$ cat config.mk
export PLATFORM = sky130hd
export DESIGN_NAME = uart_tx_sched_flat
export DESIGN_NICKNAME = d
export VERILOG_FILES = /design/src/rtl/uart_pkg.sv /design/src/rtl/uart_tx_sched_if.sv /design/src/rtl/uart_tx_sched_rr_arbiter.sv /design/src/rtl/uart_tx_sched.sv /design/src/flat_wrapper.sv
export SDC_FILE = /design/constraint.sdc
export NUM_CORES = 1
export LEC_CHECK = 0
export CAP_MARGIN = 30
export CORE_AREA = 8 8 67 127
export CTS_CLUSTER_SIZE = 8
export DETAILED_ROUTE_END_ITERATION = 10
export DIE_AREA = 0 0 75 135
export HOLD_SLACK_MARGIN = 0.05
export PLACE_DENSITY = 0.79
export REMOVE_ABC_BUFFERS = 1
export SYNTH_ARGS = -nofsm -noshare
export SYNTH_HDL_FRONTEND = slang
export SYNTH_HIERARCHICAL = 1
export SYNTH_SLANG_ARGS = --single-unit
$ cat constraint.sdc
create_clock -name clk -period 1.8 [get_ports clk]
set_input_delay 0.18 -clock clk [delete_from_list [all_inputs] [get_ports clk]]
set_output_delay 0.18 -clock clk [all_outputs]
set_load 0.02 [all_outputs]
$ cat src/rtl/uart_pkg.sv
// Shared types and constants for the UART transmit scheduler.
package uart_pkg;

    localparam int unsigned ADDR_W = 32;
    localparam int unsigned BAUD_W = 14;
    localparam int unsigned BYTE_W = 8;
    localparam int unsigned CTRL_W = 3;

    // Default UART register map
    localparam logic [ADDR_W-1:0] UART_DATA_ADDR = 32'h0000_0000;
    localparam logic [ADDR_W-1:0] UART_CTRL_ADDR = 32'h0000_0004;
    localparam logic [ADDR_W-1:0] UART_BAUD_ADDR = 32'h0000_000C;

    // Bit positions inside the control register
    localparam int unsigned CTRL_TX_EN_BIT    = 0;
    localparam int unsigned CTRL_TWO_STOP_BIT = 1;
    localparam int unsigned CTRL_ODD_PAR_BIT  = 2;

    typedef enum logic [2:0] {
        CFG_BAUD = 3'd0,
        CFG_CTRL = 3'd1,
        ARB      = 3'd2,
        WRITE    = 3'd3,
        GAP      = 3'd4
    } tx_sched_state_e;

    // Configuration captured from the cfg_* inputs
    typedef struct packed {
        logic [BAUD_W-1:0] baud;
        logic              two_stop;
        logic              odd_par;
    } cfg_shadow_t;

endpackage

$ cat src/rtl/uart_tx_sched_if.sv
// Requester handshake plus UART register-write bus of the scheduler.
interface uart_tx_sched_if #(
    parameter int unsigned NUM_REQ = 2
);
    logic [NUM_REQ-1:0]                  req_valid;
    logic [uart_pkg::BYTE_W*NUM_REQ-1:0] req_data;
    logic [NUM_REQ-1:0]                  req_ready;
    logic                                frame_done;
    logic [uart_pkg::ADDR_W-1:0]         addr;
    logic                                wr_en;
    logic [uart_pkg::BYTE_W-1:0]         raw_data;
    logic [uart_pkg::BAUD_W-1:0]         baud_divisor;
    logic                                Tx_en;
    logic                                Two_stop;
    logic                                Odd_parity;

    // Environment side: producers and UART
    modport master (
        output req_valid, req_data, frame_done,
        input  req_ready, addr, wr_en, raw_data, baud_divisor, Tx_en, Two_stop, Odd_parity
    );

    // Scheduler side
    modport slave (
        input  req_valid, req_data, frame_done,
        output req_ready, addr, wr_en, raw_data, baud_divisor, Tx_en, Two_stop, Odd_parity
    );
endinterface

$ cat src/rtl/uart_tx_sched_rr_arbiter.sv
// Round-robin arbiter: first asserted request at or after ptr wins.
module rr_arbiter #(
    parameter  int unsigned N     = 2,
    localparam int unsigned PTR_W = (N > 1) ? $clog2(N) : 1
) (
    input  logic [N-1:0]     req,
    input  logic [PTR_W-1:0] ptr,
    output logic [N-1:0]     grant_c,
    output logic [PTR_W-1:0] idx_c,
    output logic             any_c
);

    // Scan requesters starting at ptr, wrapping modulo N
    always_comb begin
        logic [PTR_W-1:0] j;
        grant_c = '0;
        idx_c   = '0;
        any_c   = 1'b0;
        j       = '0;
        for (int unsigned k = 0; k < N; k++) begin
            j = PTR_W'((32'(ptr) + k) % N);
            if (!any_c && req[j]) begin
                any_c      = 1'b1;
                grant_c[j] = 1'b1;
                idx_c      = j;
            end
        end
    end

endmodule

$ cat src/rtl/uart_tx_sched.sv
// Programs the UART after reset / on request and shares its Tx FIFO between requesters.
module uart_tx_sched
    import uart_pkg::*;
#(
    parameter int unsigned       NUM_REQ    = 2,
    parameter int unsigned       FIFO_DEPTH = 8,
    parameter logic [ADDR_W-1:0] DATA_ADDR  = UART_DATA_ADDR,
    parameter logic [ADDR_W-1:0] CTRL_ADDR  = UART_CTRL_ADDR,
    parameter logic [ADDR_W-1:0] BAUD_ADDR  = UART_BAUD_ADDR
) (
    input  logic              clk,
    input  logic              reset,
    uart_tx_sched_if.slave    bus,
    input  logic [BAUD_W-1:0] cfg_baud,
    input  logic              cfg_two_stop,
    input  logic              cfg_odd_par,
    input  logic              cfg_update,
    output logic              busy
);

    localparam int unsigned       PTR_W     = (NUM_REQ > 1) ? $clog2(NUM_REQ) : 1;
    localparam int unsigned       CRED_W    = $clog2(FIFO_DEPTH + 1);
    localparam logic [CRED_W-1:0] CRED_FULL = CRED_W'(FIFO_DEPTH);

    tx_sched_state_e   state_q, state_d;
    logic [CRED_W-1:0] credits_q, credits_d;
    logic [PTR_W-1:0]  rr_ptr_q, rr_ptr_d;
    logic              pend_cfg_q, pend_cfg_d;
    logic              boot_q, boot_d;
    cfg_shadow_t       shadow_q, shadow_d;

    logic [ADDR_W-1:0] addr_q, addr_d;
    logic              wr_en_q, wr_en_d;
    logic [BYTE_W-1:0] raw_data_q, raw_data_d;
    logic [BAUD_W-1:0] baud_q, baud_d;
    logic [CTRL_W-1:0] ctrl_q, ctrl_d;
    logic              busy_q, busy_d;

    logic [NUM_REQ-1:0] grant_c;
    logic [PTR_W-1:0]   win_c;
    logic               any_c;
    logic               grant_ok_c;
    logic               go_cfg_c;
    logic [NUM_REQ-1:0] req_ready_c;

    rr_arbiter #(.N(NUM_REQ)) u_arb (
        .req     (bus.req_valid),
        .ptr     (rr_ptr_q),
        .grant_c (grant_c),
        .idx_c   (win_c),
        .any_c   (any_c)
    );

    // Grant only when no reprogram is pending and the FIFO has room
    assign grant_ok_c = (state_q == ARB) && !pend_cfg_q && (credits_q != '0) && any_c;
    // Reprogram once every queued frame has left the FIFO
    assign go_cfg_c   = (state_q == ARB) && pend_cfg_q && (credits_q == CRED_FULL);

    // State register
    always_ff @(posedge clk) begin
        if (!reset) state_q <= CFG_BAUD;
        else        state_q <= state_d;
    end

    // Next-state logic
    always_comb begin
        state_d = state_q;
        unique case (state_q)
            CFG_BAUD: state_d = CFG_CTRL;
            CFG_CTRL: state_d = ARB;
            ARB: begin
                if (go_cfg_c)        state_d = CFG_BAUD;
                else if (grant_ok_c) state_d = WRITE;
            end
            WRITE:    state_d = GAP;
            GAP:      state_d = ARB;
            default:  state_d = CFG_BAUD;
        endcase
    end

    // Output and datapath next values; bus writes appear the cycle after they are decided
    always_comb begin
        addr_d      = '0;
        wr_en_d     = 1'b0;
        raw_data_d  = raw_data_q;
        baud_d      = baud_q;
        ctrl_d      = ctrl_q;
        rr_ptr_d    = rr_ptr_q;
        pend_cfg_d  = pend_cfg_q;
        boot_d      = boot_q;
        shadow_d    = shadow_q;
        credits_d   = credits_q;
        req_ready_c = '0;

        unique case (state_q)
            CFG_BAUD: begin
                addr_d  = BAUD_ADDR;
                wr_en_d = 1'b1;
                if (boot_q) begin
                    baud_d   = cfg_baud;
                    shadow_d = '{baud: cfg_baud, two_stop: cfg_two_stop, odd_par: cfg_odd_par};
                    boot_d   = 1'b0;
                end else begin
                    baud_d   = shadow_q.baud;
                end
            end
            CFG_CTRL: begin
                addr_d                    = CTRL_ADDR;
                wr_en_d                   = 1'b1;
                ctrl_d[CTRL_TX_EN_BIT]    = 1'b1;
                ctrl_d[CTRL_TWO_STOP_BIT] = shadow_q.two_stop;
                ctrl_d[CTRL_ODD_PAR_BIT]  = shadow_q.odd_par;
            end
            ARB: begin
                if (go_cfg_c) begin
                    pend_cfg_d = 1'b0;
                end else if (grant_ok_c) begin
                    req_ready_c = grant_c;
                    addr_d      = DATA_ADDR;
                    wr_en_d     = 1'b1;
                    for (int unsigned i = 0; i < NUM_REQ; i++) begin
                        if (grant_c[i]) raw_data_d = bus.req_data[i*BYTE_W +: BYTE_W];
                    end
                    rr_ptr_d = (win_c == PTR_W'(NUM_REQ - 1)) ? '0 : win_c + PTR_W'(1);
                end
            end
            default: ;
        endcase

        // Credit accounting: a write and a returned frame in the same cycle cancel out
        if ((state_q == WRITE) && !bus.frame_done) begin
            credits_d = credits_q - CRED_W'(1);
        end else if ((state_q != WRITE) && bus.frame_done && (credits_q != CRED_FULL)) begin
            credits_d = credits_q + CRED_W'(1);
        end

        if (cfg_update) begin
            pend_cfg_d = 1'b1;
            shadow_d   = '{baud: cfg_baud, two_stop: cfg_two_stop, odd_par: cfg_odd_par};
        end

        busy_d = !((state_d == ARB) && (credits_d == CRED_FULL));
    end

    // Datapath and output registers
    always_ff @(posedge clk) begin
        if (!reset) begin
            credits_q  <= CRED_FULL;
            rr_ptr_q   <= '0;
            pend_cfg_q <= 1'b0;
            boot_q     <= 1'b1;
            shadow_q   <= '0;
            addr_q     <= '0;
            wr_en_q    <= 1'b0;
            raw_data_q <= '0;
            baud_q     <= '0;
            ctrl_q     <= '0;
            busy_q     <= 1'b0;
        end else begin
            credits_q  <= credits_d;
            rr_ptr_q   <= rr_ptr_d;
            pend_cfg_q <= pend_cfg_d;
            boot_q     <= boot_d;
            shadow_q   <= shadow_d;
            addr_q     <= addr_d;
            wr_en_q    <= wr_en_d;
            raw_data_q <= raw_data_d;
            baud_q     <= baud_d;
            ctrl_q     <= ctrl_d;
            busy_q     <= busy_d;
        end
    end

    assign bus.req_ready    = req_ready_c;
    assign bus.addr         = addr_q;
    assign bus.wr_en        = wr_en_q;
    assign bus.raw_data     = raw_data_q;
    assign bus.baud_divisor = baud_q;
    assign bus.Tx_en        = ctrl_q[CTRL_TX_EN_BIT];
    assign bus.Two_stop     = ctrl_q[CTRL_TWO_STOP_BIT];
    assign bus.Odd_parity   = ctrl_q[CTRL_ODD_PAR_BIT];
    assign busy             = busy_q;

endmodule

$ cat src/flat_wrapper.sv
// flat-port wrapper written by rule: the top's interface ports become plain ports
module uart_tx_sched_flat import uart_pkg::*;
#(
    parameter int unsigned       NUM_REQ    = 2,
    parameter int unsigned       FIFO_DEPTH = 8,
    parameter logic [ADDR_W-1:0] DATA_ADDR  = UART_DATA_ADDR,
    parameter logic [ADDR_W-1:0] CTRL_ADDR  = UART_CTRL_ADDR,
    parameter logic [ADDR_W-1:0] BAUD_ADDR  = UART_BAUD_ADDR
)
  (clk, reset, cfg_baud, cfg_two_stop, cfg_odd_par, cfg_update, busy, bus_req_valid, bus_req_data, bus_frame_done, bus_req_ready, bus_addr, bus_wr_en, bus_raw_data, bus_baud_divisor, bus_Tx_en, bus_Two_stop, bus_Odd_parity);
  uart_tx_sched_if #(.NUM_REQ(NUM_REQ)) bus_i ();
  input  logic clk;
  input  logic reset;
  input  logic [BAUD_W-1:0] cfg_baud;
  input  logic cfg_two_stop;
  input  logic cfg_odd_par;
  input  logic cfg_update;
  output logic busy;
  input wire logic [$bits(bus_i.req_valid)-1:0] bus_req_valid;
  input wire logic [$bits(bus_i.req_data)-1:0] bus_req_data;
  input wire logic [$bits(bus_i.frame_done)-1:0] bus_frame_done;
  output wire logic [$bits(bus_i.req_ready)-1:0] bus_req_ready;
  output wire logic [$bits(bus_i.addr)-1:0] bus_addr;
  output wire logic [$bits(bus_i.wr_en)-1:0] bus_wr_en;
  output wire logic [$bits(bus_i.raw_data)-1:0] bus_raw_data;
  output wire logic [$bits(bus_i.baud_divisor)-1:0] bus_baud_divisor;
  output wire logic [$bits(bus_i.Tx_en)-1:0] bus_Tx_en;
  output wire logic [$bits(bus_i.Two_stop)-1:0] bus_Two_stop;
  output wire logic [$bits(bus_i.Odd_parity)-1:0] bus_Odd_parity;
  assign bus_i.req_valid = bus_req_valid;
  assign bus_i.req_data = bus_req_data;
  assign bus_i.frame_done = bus_frame_done;
  assign bus_req_ready = bus_i.req_ready;
  assign bus_addr = bus_i.addr;
  assign bus_wr_en = bus_i.wr_en;
  assign bus_raw_data = bus_i.raw_data;
  assign bus_baud_divisor = bus_i.baud_divisor;
  assign bus_Tx_en = bus_i.Tx_en;
  assign bus_Two_stop = bus_i.Two_stop;
  assign bus_Odd_parity = bus_i.Odd_parity;
  uart_tx_sched #(.NUM_REQ(NUM_REQ), .FIFO_DEPTH(FIFO_DEPTH), .DATA_ADDR(DATA_ADDR), .CTRL_ADDR(CTRL_ADDR), .BAUD_ADDR(BAUD_ADDR)) u_core (.clk(clk), .reset(reset), .bus(bus_i), .cfg_baud(cfg_baud), .cfg_two_stop(cfg_two_stop), .cfg_odd_par(cfg_odd_par), .cfg_update(cfg_update), .busy(busy));
endmodule
==> results of run 1 <==
how the worst min path moves through the flow:
stage,cells after the start,endpoint,slack (ns)
2_1_floorplan,1,u_core/credits_q[3],0.25
3_3_place_gp,2,u_core/ctrl_q[1],0.44
3_5_place_dp,2,u_core/ctrl_q[1],0.45
4_1_cts,2,u_core/ctrl_q[1],0.46
5_1_grt,2,u_core/ctrl_q[1],0.47
6_report,2,u_core/ctrl_q[1],0.45
where the power goes:
group,internal [mW],total (mW),switching [mW]
combinational,0.776,1.59,0.814
sequential,1.41,1.50,0.0917
clock,0.648,1.05,0.399
total,2.83,4.14,1.30
sequential cells by signal, summed over array words and instances (netlist names), 2 cells and up:
| register | flops |
|---|---|
| u_core/bus.addr | 2 |
| u_core/bus.baud_divisor | 14 |
| u_core/bus.raw_data | 8 |
| u_core/credits_q | 4 |
| u_core/ctrl_q | 3 |
| u_core/shadow_q | 16 |
| u_core/state_q | 3 |
kinds of logic (layout without fill, tap and decap cells):
logic type / Yosys count / count (layout)
compound gates: 49 / 49
xor+xnor: 1 / 1
fa+ha+maj: 2 / 2
buf+inv: 56 / 112
flops: 55 / 55
mux: 41 / 41
other cells: 1 / 30
simple gates: 85 / 85
final cells by class:
| cell class | instances | area (um^2) |
|---|---|---|
| clock buffers | 5 | 125 |
| clock inverters | 2 | 37.5 |
| fillers | 630 | 3090 |
| inverters | 7 | 26.3 |
| multi-input cells | 208 | 1380 |
| flip-flops and latches | 55 | 1100 |
| well taps | 90 | 113 |
| repair buffers | 98 | 963 |
per-layer routing:
metal  vias to the layer above  track usage, %  share of wire (%)
li1                       1113               -                  -
met1                       995            14.4                 43
met2                        79            19.2                 47
met3                         2            4.83                9.9
met4                         0            1.98               0.22
met5                         -               0                  0
stage by stage:
stage	utilization (%)	area, um^2	hold WS [ns]	power, mW
finish	54.8	3750	0.453	4.14
global route	54.8	3750	0.467	4.39
CTS	54.1	3700	0.456	4.15
detailed placement	51.6	3530	0.446	3.08
global placement	51.6	3530	0.440	3.05
floorplan	-	2470	0.253	2.40
layout by cell type, fill, tap and decap left out, types with 4 or more instances in the layout:
cell	instances
sky130_fd_sc_hd__a211oi_1	21
sky130_fd_sc_hd__a21oi_1	7
sky130_fd_sc_hd__and2_1	4
sky130_fd_sc_hd__buf_12	4
sky130_fd_sc_hd__buf_4	25
sky130_fd_sc_hd__clkbuf_16	6
sky130_fd_sc_hd__clkdlybuf4s50_1	66
sky130_fd_sc_hd__conb_1	30
sky130_fd_sc_hd__dfxtp_1	53
sky130_fd_sc_hd__inv_1	7
sky130_fd_sc_hd__mux2i_1	40
sky130_fd_sc_hd__nand2_1	8
sky130_fd_sc_hd__nand2b_1	4
sky130_fd_sc_hd__nor2_1	49
timing repair:
item,CTS,global route
pin swaps,1,2
resized for setup,11,5
setup endpoints to repair,2,8
cloned,0,1
setup buffers,0,1
tightest hold or removal path, cell delays in order, from the launching register on:
cell and delay (ns):
sky130_fd_sc_hd__dfxtp_1 0.31, sky130_fd_sc_hd__nand2_1 0.05, sky130_fd_sc_hd__a21oi_1 0.05
==> metrics list, run 1 <==
- For this run, the number of Yosys warnings is 6.
- In the routed layout, each cell is associated on average with a via count of 4.71.
* RSZ-0062 raised after global routing: false
- By startpoint and endpoint, the worst setup path is classified as reg2reg.
- Sequential elements use 41.1% of the synthesized area.
* Actual transition at the worst max-transition pin: 0.494 ns
- FMAX: between 500 and 600 MHz
- Final critical-path setup slack: 0.0767 ns
- The final layout contains routed wiring with a total length of between 6000 and 7000 um.
- Measured along the y axis, the die boundary spans approximately 140 um.
- Root buffer cell: sky130_fd_sc_hd__clkbuf_16
* Hold path startpoint: u_core/shadow_q[1]
- Across the routed clock network, the largest skew measured is about 0.0063 ns.
* Number of distinct library cells after synthesis: 43
* Number of flops mapped to enable cells by yosys: 0
- Number of synthesized register bits: 55
* Count of inserted antenna diode cells: 0
- Number of detailed-routing iterations run before antenna repair: 4
- By area, the combinational part of the netlist is dominated by simple AND/OR/NAND/NOR gates.
- The number of cells on the worst reg-to-reg path is 8.
- Entering global routing, the biggest net connects 27 pins.
- Detailed-route DRC error count: 0
- Share of synthesized cell area in and, or, nand and nor gates: approximately 16%
- Launch point of the critical path: u_core/credits_q[0]
- The final number of max-transition violations was 0.
- Total power divided by cell area: about 1100 nW/um^2
- RePlAce Congestion: 0.806
* Via count: 2,189
- Mean area per synthesized cell: roughly 9.2 um^2
- Once detailed placement completed, the half-perimeter wirelength came to slightly below 5000 um.
* Adder and majority gate portion of the synthesized area: less than 1%
- In the final routed layout, each cell accounts on average for about 14 um.
- The H-tree was split into 2 levels.
* TNS Setup: 0 ns
- The worst setup path is launched from a flip-flop.
- Share of the synthesized area in the top cell type: ~40%
- Wire length of the first global-routing pass: about 10,000 um
* Standard-cell row count: between 40 and 50
* I/O Pins: 99
- The critical path goes through inv_1, ha_2, nor3b_4, buf_4, nor4_4, buf_4, clkbuf_16, a211oi_1.
* Data arrival time of the worst path: roughly 1.9 ns
- In this run the static leakage power is approximately 1.5 nW.
- CP Data Required Time: 1.96 ns
- The tool flagged a number of max-cap violations equal to 0.
- In this run, post-CTS hold repair placed 0 buffers.
- Critical-path cell with the highest stage delay: sky130_fd_sc_hd__nor4_4
- Final-stage net count: 415
* Most frequent cell on the critical path: sky130_fd_sc_hd__buf_4
* Xor and xnor area share after synthesis: less than 1%
- The post-route netlist has ~14% of its cells at a drive strength greater than 1.
- The worst pin sits at a relative slew slack of 66.2%.
- In this design, the stage delay of the slowest critical-path cell is 0.34 ns.
- Input and output buffers added on the ports amount to 68.
* Post-synthesis async set-or-reset flop share: 0%
- Via count of the first global-routing pass: 2,141
* P&R area growth vs syn: 39.8%
- DIE WIDTH: 75 um
* Worst Hold Class: reg2reg
- Worst-path clk slew: roughly 0.07 ns
* Crit-path leading delay family: buffers and inverters
- The worst path uses about 96% of the clock period.
* Number of setup violations in the final report: 0
* Reg-to-reg endpoint: u_core/bus.raw_data[2]
- Stages on the worst setup path: 8
- Clock insertion delay at the later pin of the skew report: between 0.2 and 0.3 ns
- The detailed router finished its first iteration with 89 violations.
- In this run the deepest clock path goes through 2 buffers.
- Of all nets on the critical path, the largest fanout is 8.
- The floorplan step defined a die boundary enclosing ~10,000 um^2.
* Setup crit end: u_core/bus.raw_data[2]
- Crit. End Element: flip-flop
- At the placement stage, the worst setup path has a slack of -0.333 ns.
- By instance count, the leading cell after synthesis is sky130_fd_sc_hd__dfxtp_1.
- Among all flip-flop cells after synthesis, the most frequent one is sky130_fd_sc_hd__dfxtp_1.
* Total overflow reported by the global router: 0
- sky130_fd_sc_hd__dfxtp_1 takes more of the synthesized area than any other cell.
- The startpoint identified for the worst register-to-register timing path is u_core/credits_q[0].
* Most numerous cell types in the synthesized netlist: sky130_fd_sc_hd__dfxtp_1 (55), sky130_fd_sc_hd__nor2_1 (49), sky130_fd_sc_hd__mux2i_1 (40)
* Floorplan Core Area: about 6800 um^2
- For this run, the total global-route usage over all layers was measured as about an eighth.
* Total buffers and inverters traversed by the critical path: 4
- TritonCTS built the clock tree.
- For flop-to-flop paths, the worst setup slack is approximately 0.077 ns.
- Final cell count without fillers: roughly 470
- Cells taking the most area after synthesis: sky130_fd_sc_hd__dfxtp_1 (41%), sky130_fd_sc_hd__mux2i_1 (15%), sky130_fd_sc_hd__buf_4 (8.7%)
* Final hold violation count: 0
- Number of sinks on the clock net: 55
- Status: finished, final reports clean
- The synthesized netlist occupies a cell area of between 2000 and 3000 um^2.
* Post-Synthesis Cells: between 200 and 300
* Antenna violations before repair: 0
- The number of placed instances, taps included, is ~460.
* Starting density of the core: around two fifths
- The smallest clock period supported by the final layout is computed as 1.72 ns.
- Once detail routing completed, the nets flagged for antenna violations numbered 0.
- Number of buffers created by CTS: 5
- Summing the areas of all compound-gate instances in the mapped netlist gives 13.6% of the synthesized area.
- Maximum VDD drop: ~1.0 mV
* Post-synthesis mux area share: between 15 and 20%
Power figures use the tool's default switching activity.
==> run 2, diff against run 1 <==
--- a/config.mk
+++ b/config.mk
@@ -11,7 +11,7 @@
 export DETAILED_ROUTE_END_ITERATION = 10
 export DIE_AREA = 0 0 75 135
 export HOLD_SLACK_MARGIN = 0.05
-export PLACE_DENSITY = 0.79
+export PLACE_DENSITY = 0.75
 export REMOVE_ABC_BUFFERS = 1
 export SYNTH_ARGS = -nofsm -noshare
 export SYNTH_HDL_FRONTEND = slang
==> run 2 against run 1 <==
Flip-flop and latch count is the same. Clock power is 6% lower. Final cell count down 0.43%. Critical endpoint is now u_core/busy.
==> metrics list, run 2 (synthesis gave the netlist of run 1 again) <==
- Status: finished, final reports clean
- Count of nets left with antenna violations after detail routing: 0
- Total power divided by cell area: 1100 nW/um^2
- The initial utilization of the core area, before any placement, comes to around two fifths.
- The top cell types in the final layout, fill and taps aside, are sky130_fd_sc_hd__clkdlybuf4s50_1 (66), sky130_fd_sc_hd__dfxtp_1 (53), sky130_fd_sc_hd__nor2_1 (49).
* Per-cell via count in the routed design: approximately 4.8
- After global routing, the most crowded layer is met2.
* Number of buffers created by CTS: 5
- For met2 alone, demand over resource in global routing was 22.4%.
* Final critical-path setup slack: roughly 0.072 ns
- Final-stage net count: around 410
- Crit. End Element: flip-flop
* Final Cycle Share: between 90% and 100%
- For this block, the routed nets add up to 6680 um of wire.
- TNS Setup: 0 ns
- Routed wirelength normalized by instance count: 14.4 um
- Leaving out fill and tap cells, the most frequent cell in the layout is sky130_fd_sc_hd__clkdlybuf4s50_1.
- Estimated wirelength of the detail-placed design: 5140 um
- Clock-pin slew was measured on the worst setup and hold paths at approximately 0.07 ns.
- IR analysis of the VDD net gives a maximum drop of about 0.67 mV.
* Fin. max-slew vios: 0
* Pre-CTS setup slack: -0.337 ns
- For this run, the slowest stage of the critical path takes roughly 0.45 ns.
- The number of antenna violations at the first check in global routing was 0.
* Type of the setup path with the least slack: reg2reg
- STA classifies the critical path startpoint as a flip-flop.
- Pin count of the biggest net entering global routing: 34
* Number of setup violations in the final report: 0
- Number of sinks on the clock net: 55
- CTS Buffer Depth: 2
- The pre-antenna-repair detailed-routing pass consisted of 4 iterations.
- The min-delay analysis places its worst path in the category reg2reg.
- Detailed-route DRC error count: 0
- Data on the critical path arrives at its endpoint at ~1.9 ns.
* Register with the highest flop count: u_core/shadow_q
- Via count: between 2,000 and 2,500
- STA puts the critical path data required time at 2.01 ns.
- RePlAce Congestion: roughly 0.77
- Measured in cells, the most critical reg-to-reg path has a length of 6.
- The startpoint identified for the worst hold timing path is u_core/shadow_q[0].
* Via count of the first global-routing pass: approximately 2,300
* Series of cell instances along the critical path: buf_4, and3b_1, buf_4, a2111oi_1, a211oi_2, a41oi_1
- Final cell count without fillers: about 460
- Clock period minus final worst setup slack: 1.73 ns
- First DRT Iteration DRCs: 50
- The floorplan step defined a die boundary enclosing slightly above 10,000 um^2.
- Fin Clk Skew: approximately 0.0069 ns
- FMAX: 579 MHz
- I/O Pins: just under 100
- The first global-routing pass estimated 10,800 um of wire.
- Critical-path cell with the highest stage delay: sky130_fd_sc_hd__a2111oi_1
- Floorplan Core Area: roughly 6800 um^2
* DIE WIDTH: roughly 75 um
- Worst flop-to-flop path startpoint: u_core/state_q[2]
- Global routing consumed, on the met1 layer, approximately 14% of the routing resources.
- Flip-flop count of the largest register, all copies and words added: 16
- Final hold violation count: 0
- In this run the static leakage power is around 1.5 nW.
- Global routing consumed, on the met3 layer, 5.05% of the routing resources.
* Max Cap Viol: 0
- Critical Path Fanout Max: 9
- Total overflow reported by the global router: 0
* Vertical extent of the die: ~140 um
- H-tree depth: 2
- Share of layout cells above drive strength 1: ~14%
- In this run, post-CTS hold repair placed 0 buffers.
* P&R area growth vs syn: 37.7%
* Launch point of the critical path: u_core/state_q[2]
- In this run the tool buffered the top-level ports with between 60 and 70 buffer cells.
- Clock latency on the worst-skew pair, taken at its later pin, is a little under 0.3 ns.
- Including well taps, the total number of placed cells is about 450.
- 0 antenna diodes ended up in the layout.
- Root buffer cell: sky130_fd_sc_hd__clkbuf_16
* Combined global-route utilization of all metal layers: between 10% and 20%
- Most frequent cell on the critical path: sky130_fd_sc_hd__buf_4
- After floorplanning, the core was divided into between 40 and 50 placement rows.
- Hold_ws: between 0.4 and 0.5 ns
* Clock tree from TritonCTS: yes
* Cell depth of the worst hold path: 2
- Number of fill cells: about 630
[run 2: timing repair]
action / CTS / global route
resized for setup: 11 / 10
endpoints found under the hold margin: 0 / 0
endpoints found under the setup margin: 2 / 8
buffers inserted: 0 / 1
pin swaps: 1 / 1
[run 2: path summary, 6_finish.rpt]
path / endpoint / slack [ns]
setup / recovery: u_core/busy / 0.07
setup reg to reg: u_core/busy / 0.07
hold / removal: u_core/ctrl_q[2] / 0.46
hold reg to reg: u_core/ctrl_q[2] / 0.46
[run 2: through the flow]
| stage | util (%) | instance area, um^2 | power (mW) |
|---|---|---|---|
| 4_1_cts | 53.4 | 3650 | 4.08 |
| 3_5_place_dp | 51.1 | 3490 | 3.08 |
| 3_3_place_gp | 51.1 | 3490 | 3.02 |
| 5_1_grt | 54.0 | 3690 | 4.32 |
| 2_1_floorplan | - | 2470 | 2.40 |
| 6_report | 54.0 | 3690 | 4.06 |
[run 2: cell type report]
type	instances	area (um^2)	share of cell area (%)
inverter	7	26.3	0.712
timing repair buffer	95	903	24.5
clock buffer	6	139	3.77
tap	90	113	3.05
multi-input combinational	208	1390	37.6
clock inverter	2	16.3	0.441
sequential	55	1100	29.9
[run 2: per-layer routing]
layer  part of all wire, %  wire length [um]  up-vias
li1                      -                 -     1107
met1                    40              2660     1015
met2                    49              3280       75
met3                    10               670        7
met4                   1.1                72        0
met5                     0                 0        -
[run 2: report_power, final]
group          internal (mW)  total [mW]  switching [mW]
sequential              1.41        1.51           0.104
clock                  0.556       0.984           0.428
combinational          0.743        1.56           0.821
[run 2: worst max-delay path: cells and delay by family, from the launching register on]
| family | cells | cell delay [ns] |
|---|---|---|
| flops | 1 | 0.34 |
| simple gates | 1 | 0.22 |
| buf+inv | 2 | 0.33 |
| compound gates | 3 | 0.76 |
